## config.mk

```make
export PLATFORM = sky130hd
export DESIGN_NAME = adsr_pixel_filter
export DESIGN_NICKNAME = d
export VERILOG_FILES = /design/src/rtl/adsr_pkg.sv /design/src/rtl/adsr_envelope.sv /design/src/rtl/adsr_pixel_filter.sv
export SDC_FILE = /design/constraint.sdc
export NUM_CORES = 1
export LEC_CHECK = 0
export ABC_CLOCK_PERIOD_IN_PS = 31900
export CAP_MARGIN = 20
export CORE_MARGIN = 3
export CORE_UTILIZATION = 30
export DETAILED_ROUTE_END_ITERATION = 8
export PLACE_DENSITY_LB_ADDON = 0.3
export SETUP_SLACK_MARGIN = 0.4
export SLEW_MARGIN = 20
export SYNTH_ARGS = -nofsm -noshare
export SYNTH_HDL_FRONTEND = slang
export SYNTH_SLANG_ARGS = --single-unit
```

## constraint.sdc

```tcl
create_clock -name clk -period 31.9 [get_ports clk]
set_clock_uncertainty 0.2 [all_clocks]
set_input_delay 4.785 -clock clk [delete_from_list [all_inputs] [get_ports clk]]
set_output_delay 4.785 -clock clk [all_outputs]
set_load 0.02 [all_outputs]
```

## src/rtl/adsr_pkg.sv

```systemverilog
// -----------------------------------------------------------------------------
// adsr_pkg
// Shared types and constants for the ADSR pixel filter:
//   adsr_state_t   - envelope phase
//   TICK_CYCLES    - default clock cycles per 4 ms envelope tick (50 MHz clock)
//   BEAT_THRESH    - beat accumulator threshold (60 s / 4 ms = 15000 ticks/min)
//   CENTER_X/Y     - screen centre used by the radial mode
//   manhattan_dist - |x-CENTER_X| + |y-CENTER_Y|
// -----------------------------------------------------------------------------
package adsr_pkg;

   typedef enum logic [2:0] {
      ST_IDLE    = 3'd0,
      ST_ATTACK  = 3'd1,
      ST_DECAY   = 3'd2,
      ST_SUSTAIN = 3'd3,
      ST_RELEASE = 3'd4
   } adsr_state_t;

   localparam int TICK_CYCLES = 200_000;
   localparam int BEAT_THRESH = 15_000;
   localparam int CENTER_X    = 320;
   localparam int CENTER_Y    = 240;

   // Distance from screen centre; 320 + 240 = 560 fits in 11 bits.
   function automatic logic [10:0] manhattan_dist(input logic [9:0] x, input logic [8:0] y);
      logic [9:0] dx;
      logic [8:0] dy;
      dx = (x >= 10'(CENTER_X)) ? (x - 10'(CENTER_X)) : (10'(CENTER_X) - x);
      dy = (y >= 9'(CENTER_Y)) ? (y - 9'(CENTER_Y)) : (9'(CENTER_Y) - y);
      return {1'b0, dx} + {2'b00, dy};
   endfunction

endpackage

```

## src/rtl/adsr_envelope.sv

```systemverilog
// -----------------------------------------------------------------------------
// adsr_envelope
// 4 ms tick generator, BPM beat accumulator and ADSR envelope state machine.
// Ports:
//   clk, reset  - clock, synchronous active-high reset
//   enable      - 0 holds the envelope in IDLE with zero gain
//   bpm         - beats per minute; a beat fires each time the accumulator
//                 crosses BEAT_THRESH
//   env_gain    - envelope value, updated only on ticks
//   tick_4ms    - one-cycle pulse every TICK_N cycles
// -----------------------------------------------------------------------------
module adsr_envelope
   import adsr_pkg::*;
#(
   parameter int BITS          = 8,
   parameter int TICK_N        = TICK_CYCLES,
   parameter int ATTACK_STEP   = 32,
   parameter int DECAY_STEP    = 8,
   parameter int SUSTAIN_LEVEL = 128,
   parameter int SUSTAIN_TICKS = 10,
   parameter int RELEASE_STEP  = 4
) (
   input  logic            clk,
   input  logic            reset,
   input  logic            enable,
   input  logic [7:0]      bpm,
   output logic [BITS-1:0] env_gain,
   output logic            tick_4ms
);

   localparam int CNT_W = (TICK_N > 1) ? $clog2(TICK_N) : 1;
   localparam logic [CNT_W-1:0] TICK_LAST = CNT_W'(TICK_N - 1);
   localparam logic [BITS-1:0]  GAIN_MAX  = {BITS{1'b1}};

   adsr_state_t       state_r;
   logic [CNT_W-1:0]  tick_cnt_r;
   logic [13:0]       beat_acc_r;
   logic [7:0]        adsr_counter_r;
   logic [14:0]       acc_sum_s;
   logic [14:0]       acc_next_s;
   logic              beat_s;
   logic [BITS:0]     attack_sum_s;
   logic [BITS-1:0]   attack_next_s;
   logic [BITS-1:0]   decay_next_s;
   logic [BITS-1:0]   release_next_s;

   // Beat detection and the saturating/floored next envelope values
   always_comb begin
      acc_sum_s = {1'b0, beat_acc_r} + {7'd0, bpm};
      beat_s    = tick_4ms && (acc_sum_s >= 15'(BEAT_THRESH));
      if (beat_s) begin
         acc_next_s = acc_sum_s - 15'(BEAT_THRESH);
      end else begin
         acc_next_s = acc_sum_s;
      end
      attack_sum_s  = {1'b0, env_gain} + (BITS+1)'(ATTACK_STEP);
      attack_next_s = attack_sum_s[BITS] ? GAIN_MAX : attack_sum_s[BITS-1:0];
      if ({1'b0, env_gain} >= (BITS+1)'(SUSTAIN_LEVEL + DECAY_STEP)) begin
         decay_next_s = env_gain - BITS'(DECAY_STEP);
      end else begin
         decay_next_s = BITS'(SUSTAIN_LEVEL);
      end
      if (env_gain > BITS'(RELEASE_STEP)) begin
         release_next_s = env_gain - BITS'(RELEASE_STEP);
      end else begin
         release_next_s = {BITS{1'b0}};
      end
   end

   // Tick counter and beat accumulator (accumulator is kept across BPM changes)
   always_ff @(posedge clk) begin
      if (reset) begin
         tick_cnt_r <= {CNT_W{1'b0}};
         tick_4ms   <= 1'b0;
         beat_acc_r <= 14'd0;
      end else begin
         if (tick_cnt_r == TICK_LAST) begin
            tick_cnt_r <= {CNT_W{1'b0}};
            tick_4ms   <= 1'b1;
         end else begin
            tick_cnt_r <= tick_cnt_r + CNT_W'(1);
            tick_4ms   <= 1'b0;
         end
         if (tick_4ms) begin
            beat_acc_r <= 14'(acc_next_s);
         end
      end
   end

   // Envelope FSM; a beat restarts ATTACK from the current gain
   always_ff @(posedge clk) begin
      if (reset || !enable) begin
         state_r        <= ST_IDLE;
         env_gain       <= {BITS{1'b0}};
         adsr_counter_r <= 8'd0;
      end else if (beat_s) begin
         state_r <= ST_ATTACK;
      end else if (tick_4ms) begin
         case (state_r)
            ST_IDLE: begin
               env_gain <= {BITS{1'b0}};
            end
            ST_ATTACK: begin
               env_gain <= attack_next_s;
               if (attack_next_s == GAIN_MAX) begin
                  state_r <= ST_DECAY;
               end
            end
            ST_DECAY: begin
               env_gain <= decay_next_s;
               if (decay_next_s == BITS'(SUSTAIN_LEVEL)) begin
                  state_r        <= ST_SUSTAIN;
                  adsr_counter_r <= 8'd0;
               end
            end
            ST_SUSTAIN: begin
               adsr_counter_r <= adsr_counter_r + 8'd1;
               if ((adsr_counter_r + 8'd1) == 8'(SUSTAIN_TICKS)) begin
                  state_r <= ST_RELEASE;
               end
            end
            ST_RELEASE: begin
               env_gain <= release_next_s;
               if (release_next_s == {BITS{1'b0}}) begin
                  state_r <= ST_IDLE;
               end
            end
            default: begin
               state_r  <= ST_IDLE;
               env_gain <= {BITS{1'b0}};
            end
         endcase
      end
   end

endmodule

```

## src/rtl/adsr_pixel_filter.sv

```systemverilog
// -----------------------------------------------------------------------------
// adsr_pixel_filter
// Streaming pixel brightness filter modulated by a heartbeat-driven ADSR
// envelope, with an optional radial mode centred on (320,240).
// Ports:
//   clk, reset                 - clock, synchronous active-high reset
//   pix_in/valid_in            - upstream pixel; accepted when module_ready
//   module_ready               - output_ready || !valid_out
//   pix_out/valid_out/output_ready - registered downstream handshake
//   pixel_x/pixel_y            - pixel coordinates for radial mode
//   filter_enable              - 0 passes pixels through, envelope held idle
//   filter_mode                - 0 full frame, 1 radial falloff
//   BPM_estimate, pulse_amplitude - beat rate and envelope scale
//   bpm_brightness_gain, env_brightness_gain, bpm_brightness_mult,
//   brightness_gain            - combinational gain terms
// -----------------------------------------------------------------------------
module adsr_pixel_filter
   import adsr_pkg::*;
#(
   parameter int BITS          = 8,
   parameter int CLK_HZ        = 50_000_000,
   parameter int ATTACK_STEP   = 32,
   parameter int DECAY_STEP    = 8,
   parameter int SUSTAIN_LEVEL = 128,
   parameter int SUSTAIN_TICKS = 10,
   parameter int RELEASE_STEP  = 4
) (
   input  logic              clk,
   input  logic              reset,
   input  logic [BITS-1:0]   pix_in,
   input  logic              valid_in,
   input  logic              output_ready,
   output logic              module_ready,
   output logic [BITS-1:0]   pix_out,
   output logic              valid_out,
   input  logic [9:0]        pixel_x,
   input  logic [8:0]        pixel_y,
   input  logic              filter_enable,
   input  logic              filter_mode,
   input  logic [7:0]        BPM_estimate,
   input  logic [BITS-1:0]   pulse_amplitude,
   output logic [BITS-1:0]   bpm_brightness_gain,
   output logic [BITS-1:0]   env_brightness_gain,
   output logic [3*BITS-1:0] bpm_brightness_mult,
   output logic [BITS-1:0]   brightness_gain
);

   // 4 ms is 1/250 of a second
   localparam int TICK_N = CLK_HZ / 250;
   localparam logic [BITS-1:0] GAIN_MAX = {BITS{1'b1}};

   logic [BITS-1:0]   env_gain_s;
   logic              unused_tick_4ms_s;
   logic [8:0]        bpm_sum_s;
   logic [2*BITS-1:0] env_prod_s;
   logic [15:0]       gain_ext_s;
   logic [15:0]       half_diff_s;
   logic [BITS-1:0]   gain_temp_s;
   logic [2*BITS-1:0] pix_prod_s;
   logic [2*BITS-1:0] temp_pix_out_s;
   logic [BITS-1:0]   pix_next_s;
   logic              accept_s;

   adsr_envelope #(
      .BITS          (BITS),
      .TICK_N        (TICK_N),
      .ATTACK_STEP   (ATTACK_STEP),
      .DECAY_STEP    (DECAY_STEP),
      .SUSTAIN_LEVEL (SUSTAIN_LEVEL),
      .SUSTAIN_TICKS (SUSTAIN_TICKS),
      .RELEASE_STEP  (RELEASE_STEP)
   ) u_env (
      .clk      (clk),
      .reset    (reset),
      .enable   (filter_enable),
      .bpm      (BPM_estimate),
      .env_gain (env_gain_s),
      .tick_4ms (unused_tick_4ms_s)
   );

   assign module_ready = output_ready || !valid_out;
   assign accept_s     = valid_in && module_ready;

   // Gain chain: BPM boost, envelope scaling, and their product
   always_comb begin
      bpm_sum_s           = {1'b0, BPM_estimate} + {3'b000, BPM_estimate[7:2]};
      bpm_brightness_gain = bpm_sum_s[8] ? GAIN_MAX : BITS'(bpm_sum_s[7:0]);
      env_prod_s          = (2*BITS)'(env_gain_s) * (2*BITS)'(pulse_amplitude);
      env_brightness_gain = BITS'(env_prod_s >> BITS);
      bpm_brightness_mult = (3*BITS)'(env_prod_s) * (3*BITS)'(bpm_brightness_gain);
      brightness_gain     = bpm_brightness_mult[3*BITS-1:2*BITS];
   end

   // Pixel math: radial falloff, brighten by gain/256, saturate
   always_comb begin
      gain_ext_s  = 16'(brightness_gain);
      half_diff_s = 16'(manhattan_dist(pixel_x, pixel_y) >> 1);
      if (!filter_mode) begin
         gain_temp_s = brightness_gain;
      end else if (gain_ext_s > half_diff_s) begin
         gain_temp_s = BITS'(gain_ext_s - half_diff_s);
      end else begin
         gain_temp_s = {BITS{1'b0}};
      end
      pix_prod_s     = (2*BITS)'(pix_in) * (2*BITS)'(gain_temp_s);
      temp_pix_out_s = (2*BITS)'(pix_in) + (pix_prod_s >> BITS);
      if (!filter_enable) begin
         pix_next_s = pix_in;
      end else if (temp_pix_out_s > (2*BITS)'(GAIN_MAX)) begin
         pix_next_s = GAIN_MAX;
      end else begin
         pix_next_s = BITS'(temp_pix_out_s);
      end
   end

   // Single output stage: load on accept, drop valid once drained, hold on stall
   always_ff @(posedge clk) begin
      if (reset) begin
         pix_out   <= {BITS{1'b0}};
         valid_out <= 1'b0;
      end else if (accept_s) begin
         pix_out   <= pix_next_s;
         valid_out <= 1'b1;
      end else if (output_ready) begin
         valid_out <= 1'b0;
      end
   end

endmodule

```

# Word level (Yosys, flattened, before mapping)
# Cells that the tools add are included.
# Widths: inputs -> output; s select.
[totals]
register_bits = 61
in_bits = 49
output_inout_bits = 58
elab_cells = 95
[op_classes]
addsub = 15
mul = 3
magnitude_cmp = 7
eq_ne = 17
mux = 24
n_bitwise = 3
reduce_logical = 17
[op_table]
columns = ["operator", "count"]
rows = [
  ["$mux 8", 9],
  ["$mul 8x8->16", 2],
  ["$pmux 8 s4", 1],
  ["$mul 16x8->24", 1],
  ["$add 18x1->18 const B", 1],
  ["$eq 18x18->1 const B", 1],
  ["$eq 8x8->1 const B", 2],
  ["$pmux 8 s2", 1],
  ["$add 14x8->15", 1],
  ["$ge 15x14->1 const B", 1],
  ["$pmux 3 s5", 1],
  ["$mux 14", 1],
  ["$sub 14x14->14 const B", 1],
  ["$mux 3", 4],
  ["$ne 3x1->1 const B", 4],
  ["$reduce_and 6->1", 2],
  ["$add 10x9->11", 1],
  ["$ge 10x9->1 const B", 1],
  ["$gt 8x10->1", 1],
  ["$mux 10", 1],
  ["$ne 2x1->1 const B", 5],
  ["$sub 10x9->10 const B", 1],
  ["$sub 9x10->10 const A", 1],
  ["$add 8x6->9", 1],
  ["other kinds (28)", 41],
]

# Logic depth before layout (Yosys ltp)
[depth]
ltp_word = 11
ltp_mapped = 74
depth_no_buf = 73

# By module
# From an unflattened synthesis, not the netlist that was laid out.
[hier_totals]
hier_cells = 1677
area_unflattened_um2 = 13699.4
[modules_own_cells]
columns = ["module", "n_inst", "cells_per_inst", "area_per_inst_um2", "seq_area_each_um2"]
rows = [
  ["adsr_pixel_filter", 1, 1219, 10044.6, 180.2],
  ["adsr_envelope", 1, 458, 3654.8, 1041.0],
]

# Least setup slack after synthesis
# Ideal clock, no wire load.
[synth_timing]
path_kind = "input to register"
startpoint = "input port pulse_amplitude[4]"
endpoint = "register pix_out[0]"
setup_ns = 0.071
t_arrival_ns = 19.772
t_required_ns = 31.629
path_slack_ns = 11.857
cell_stages = 68
path_buffers = 0
cell_sequence = "and2_1 > fa_1 > fa_1 > inv_1 > fa_1 > fa_1 > inv_1 > ha_1 > inv_1 > o21bai_1 > a21oi_1 > o21bai_1 > a21oi_1 > o21bai_1 > a21oi_1 > o21bai_1 > a21oi_1 > xor2_1 > (+32 left out) > ha_1 > a2111o_1 > or2_2 > o221ai_2 > o21bai_1 > xor2_1 > inv_1 > fa_1 > inv_1 > a21oi_1 > o21ai_0 > a21oi_1 > o21ai_0 > a21o_1 > nand2_1 > nand3b_1 > o221ai_1 > a21oi_1"
[synth_via]
elab_chain_cells = 10
elab_cells_between_ends = 11
classes_between = "add/sub: 2; mul: 3; order compare: 2; mux: 4"
[synth_rtl]
columns = ["item", "line_no", "source"]
rows = [
  ["start, declared", "adsr_pixel_filter.sv:41", "input logic [BITS-1:0] pulse_amplitude,"],
  ["$mul 8x8->16 *", "adsr_pixel_filter.sv:88", "env_prod_s = (2*BITS)'(env_gain_s) * (2*BITS)'(pulse_amplitude);"],
  ["$mul 16x8->24 *", "adsr_pixel_filter.sv:90", "bpm_brightness_mult = (3*BITS)'(env_prod_s) * (3*BITS)'(bpm_brightness_gain);"],
  ["via bpm_brightness_mult[21]", "adsr_pixel_filter.sv:44", "output logic [3*BITS-1:0] bpm_brightness_mult,"],
  ["$sub 8x8->8 / $gt 8x10->1 (equally long branches)", "adsr_pixel_filter.sv:101, adsr_pixel_filter.sv:100", ""],
  ["$mux 8", "adsr_pixel_filter.sv:100", "end else if (gain_ext_s > half_diff_s) begin"],
  ["$mux 8 *", "adsr_pixel_filter.sv:98", "if (!filter_mode) begin"],
  ["$mul 8x8->16 *", "adsr_pixel_filter.sv:105", "pix_prod_s = (2*BITS)'(pix_in) * (2*BITS)'(gain_temp_s);"],
  ["$add 8x8->9 *", "adsr_pixel_filter.sv:106", "temp_pix_out_s = (2*BITS)'(pix_in) + (pix_prod_s >> BITS);"],
  ["$gt 9x8->1", "adsr_pixel_filter.sv:109", "end else if (temp_pix_out_s > (2*BITS)'(GAIN_MAX)) begin"],
  ["$mux 8 *", "adsr_pixel_filter.sv:109", ""],
  ["$mux 8 *", "adsr_pixel_filter.sv:107", "if (!filter_enable) begin"],
  ["end signal, assigned", "adsr_pixel_filter.sv:119", "pix_out <= {BITS{1'b0}};"],
  ["end signal, assigned", "adsr_pixel_filter.sv:122", "pix_out <= pix_next_s;"],
  ["end, declared", "adsr_pixel_filter.sv:34", "output logic [BITS-1:0] pix_out,"],
]
# Mark *: on every way through the listed nets, which the timed path passes. The rest lies on a longest branch.
# A chain may end at the register's enable or synchronous reset.

# Worst setup path after layout
[layout_timing]
startpoint = "input port pulse_amplitude[4]"
endpoint = "register pix_out[1]"
[layout_via]
elab_chain_cells = 10
elab_cells_between_ends = 11
classes_between = "add/sub: 2; mul: 3; order compare: 2; mux: 4"
[layout_rtl]
columns = ["item", "line_no"]
rows = [
  ["$mul 8x8->16 *", "adsr_pixel_filter.sv:88"],
  ["$mul 16x8->24 *", "adsr_pixel_filter.sv:90"],
  ["$sub 8x8->8 / $gt 8x10->1 (equally long branches)", "adsr_pixel_filter.sv:101, adsr_pixel_filter.sv:100"],
  ["$mux 8", "adsr_pixel_filter.sv:100"],
  ["$mux 8 *", "adsr_pixel_filter.sv:98"],
  ["$mul 8x8->16 *", "adsr_pixel_filter.sv:105"],
  ["$add 8x8->9 *", "adsr_pixel_filter.sv:106"],
  ["$gt 9x8->1", "adsr_pixel_filter.sv:109"],
  ["$mux 8 *", "adsr_pixel_filter.sv:109"],
  ["$mux 8 *", "adsr_pixel_filter.sv:107"],
]
# Mark *: on every way between the ends. The rest lies on a longest branch, timed or not.

==> impl_results.md <==
* Top cells by count, synth: inv_1 (253), nor2_1 (172), ha_1 (168)
* Fin. max-slew vios at 0
* Post-CTS Setup Inserts at 0
* Nets at 2148
* Reg2Reg Setup Slack at 14.13 ns
* Final Hold Vio Count at 0
* Final Critical Period at 22.10 ns
* DP HPWL at 29500 µm
* CTS sink count at 61
* Rows at 78
* Synth Warn # at 0
* Pwr dens at around 18 nW/µm²
* Tcrit/Tclk final at between 60% and 70%
* Core area at 45500 µm²
* Top cells by area, synth: fa_1 (23%), ha_1 (15%), dfxtp_1 (8.8%)
* Clock transition at path regs at 0.06 ns
* Ports at 107
* Routed via count at between 10000 and 15000
* Setup TNS at 0 ns
* Post-synth net total at 2068
* CTS resizes at 0
* First-pass GRT wire length at 60300 µm
* Synth top area share at ~23%
* Layout area overhead at 14.4%
* Vias in the first global route at 12000
* Number of cells on the worst reg-to-reg path at 67
* Htree depth at 3
* Drt via density at between 4 and 5
* Max incr delay on CP at 0.60 ns
* Initial antenna violation count at 4
* Setup WS post-layout at 9.80 ns
* Detailed Route WL at about 35000 µm
* CTS Buf Count at 9
* Avg Inst Size Synth at 8.20 µm²
* Synth Cell Area at 13900 µm²
* Die Ht at 221 µm
* Drt drc at 0
* Count leader, synth: inv_1
* Endpoint class of the critical path: flip-flop
* Final instance area at 15900 µm²
* Synth unique cells at 87
* F_max at 45.2 MHz
* Reg-to-reg endpoint: pix_out[1]
* Total power at 0.281 mW
* Die width at 221 µm
* Tot GR Track Use at 14.6%
* Drt wl/cell at 14.9 µm
* Post-DP Area at 15500 µm²
* Post-route antenna net violation count at 0
* Initial Util at 30.5%
* VDD IR max at between 0.015 and 0.02 mV
* Port Buffers at 106
* Post-synthesis sequential area ratio at 8.81%
* DR pass1 iterations at 5
* Cts hold-fix bufs at 0
* FF+latch count, synth at 61
* Clk_lat worst skew at 0.34 ns
* Reg2reg start: u_env.env_gain[0]
* RSZ-0062 raised after global routing: no
* Ys async rst share at 0%
* Pin count of the biggest net entering global routing at 32
* Worst Setup Start Kind: input port
* Post-synth EDFFs at 0
* Layout cells sized above 1 at 4.17%
* WHS Endpoint: u_env.tick_cnt_r[0]
* Top FF cell, synth: dfxtp_1
* Clk root buf: clkbuf_16
* Worst Hold Depth at 1
* Worst-Margin Slew at 0.873 ns
* Die ar. at 48800 µm²
* Critical Path RT at around 32 ns
* Relative slew margins at 41.1%
* Dpl ws at between 9 and 10 ns
* CTS tree: done
* Max Root-Sink Buffers at 2
* Hold Path Class: flip-flop to flip-flop
* Initial DRC count at 722
* Pleak at approximately 7.7 nW
* Hold Startpoint: u_env.tick_cnt_r[0]
* Cell taking the most area after synthesis: fa_1
* Slowest-stage cell, CP: xor2_1
* Worst Path Arrival at 22.17 ns
* Crit Path Class: input port to flip-flop
* Grt total ovfl at 0
* Setup-failing EPs final at 0
* Gp weighted congestion at approximately 0.88
* Status: complete, no violations
* Post-Synthesis Cells at 1691
* Top cell by count, worst path: fa_1
* Crit Path Max Fanout at 9
* Max capacitance violation total at 0
[worst max path at each step]
stage                                  start          to  cells after the start
after floorplan           pulse_amplitude[4]  pix_out[0]                     68
after global placement    pulse_amplitude[7]  pix_out[1]                     67
after detailed placement  pulse_amplitude[7]  pix_out[1]                     68
after CTS                 pulse_amplitude[7]  pix_out[1]                     67
after global routing      pulse_amplitude[4]  pix_out[1]                     69
final                     pulse_amplitude[4]  pix_out[1]                     69
[logic make-up (layout without fill, tap and decap cells)]
logic type	Yosys count	count (layout)	synth area share, %
AOI/OAI and AO/OA	308	308	15.5
xor gates and xnor gates	108	108	7.12
adders and majority gates	328	328	38.3
buffers and inverters	305	390	8.56
DFF	61	61	8.81
muxes	15	15	1.12
other	0	1	0
and+or+nand+nor	566	566	20.6
[routing by layer]
layer | up-vias | GRT usage, % | part of all wire (%)
li1 | 5737 | - | -
met4 | 6 | 2.39 | 1.1
met3 | 36 | 2.39 | 4.4
met5 | - | 0 | 0.11
met2 | 237 | 25.2 | 49
met1 | 5751 | 19.4 | 45
[report_power, final]
part | internal, mW | switching, mW
Combinational | 0.0378 | 0.0572
Sequential | 0.0775 | 0.00106
Clock | 0.0688 | 0.0387
Total | 0.184 | 0.0970
[flip-flops by register name, summed over array words and instances, names as in the netlist]
signal                cells
pix_out                   8
u_env.adsr_counter_r      8
u_env.beat_acc_r         14
u_env.env_gain            8
u_env.state_r             3
u_env.tick_4ms            1
u_env.tick_cnt_r         18
valid_out                 1
[final cells by class]
| cell class | count | area, µm² |
|---|---|---|
| fill | 4797 | 29600 |
| multi-input combinational | 1325 | 11500 |
| sequential | 61 | 1220 |
| timing repair buffer | 116 | 1140 |
| inverter | 258 | 968 |
| tap | 600 | 751 |
| clock buffer | 9 | 225 |
| clock inverter | 7 | 98.8 |
| antenna | 1 | 2.50 |
[per-stage QoR]
stage	hold WS [ns]	utilization [%]	cells
2_1_floorplan	0.226	-	1691
6_report	0.259	34.9	2377
4_1_cts	0.261	34.9	2376
5_1_grt	0.273	34.9	2376
3_5_place_dp	0.249	34.2	2360
3_3_place_gp	0.243	34.2	2360
[cell usage in the layout (no fill, tap or decap), types with 11 or more instances in the layout]
cell / synthesis / layout
a211oi_1: 14 / 14
a21o_1: 25 / 25
a21oi_1: 81 / 81
and2_1: 93 / 93
and3_1: 14 / 14
clkdlybuf4s50_1: 0 / 106
dfxtp_1: 61 / 61
fa_1: 160 / 160
ha_1: 168 / 168
inv_1: 253 / 253
mux2i_1: 11 / 11
nand2_1: 118 / 118
nand2b_1: 31 / 31
nand3_1: 22 / 22
nand4_1: 11 / 11
nor2_1: 172 / 172
nor2b_1: 40 / 40
nor3_1: 14 / 14
o21ai_0: 46 / 46
o21ai_1: 12 / 12
o21bai_1: 17 / 17
o31ai_1: 12 / 12
xnor2_1: 67 / 67
xor2_1: 37 / 37
[worst max-delay path: cells and delay by family]
| kind | cells | cell delay [ns] |
|---|---|---|
| adders and majority gates | 17 | 7.65 |
| AOI/OAI and AO/OA | 30 | 5.77 |
| and+or+nand+nor | 8 | 1.45 |
| xor gates and xnor gates | 3 | 1.28 |
| buffers and inverters | 11 | 1.23 |
No activity file was read; power rests on OpenSTA's default activity.
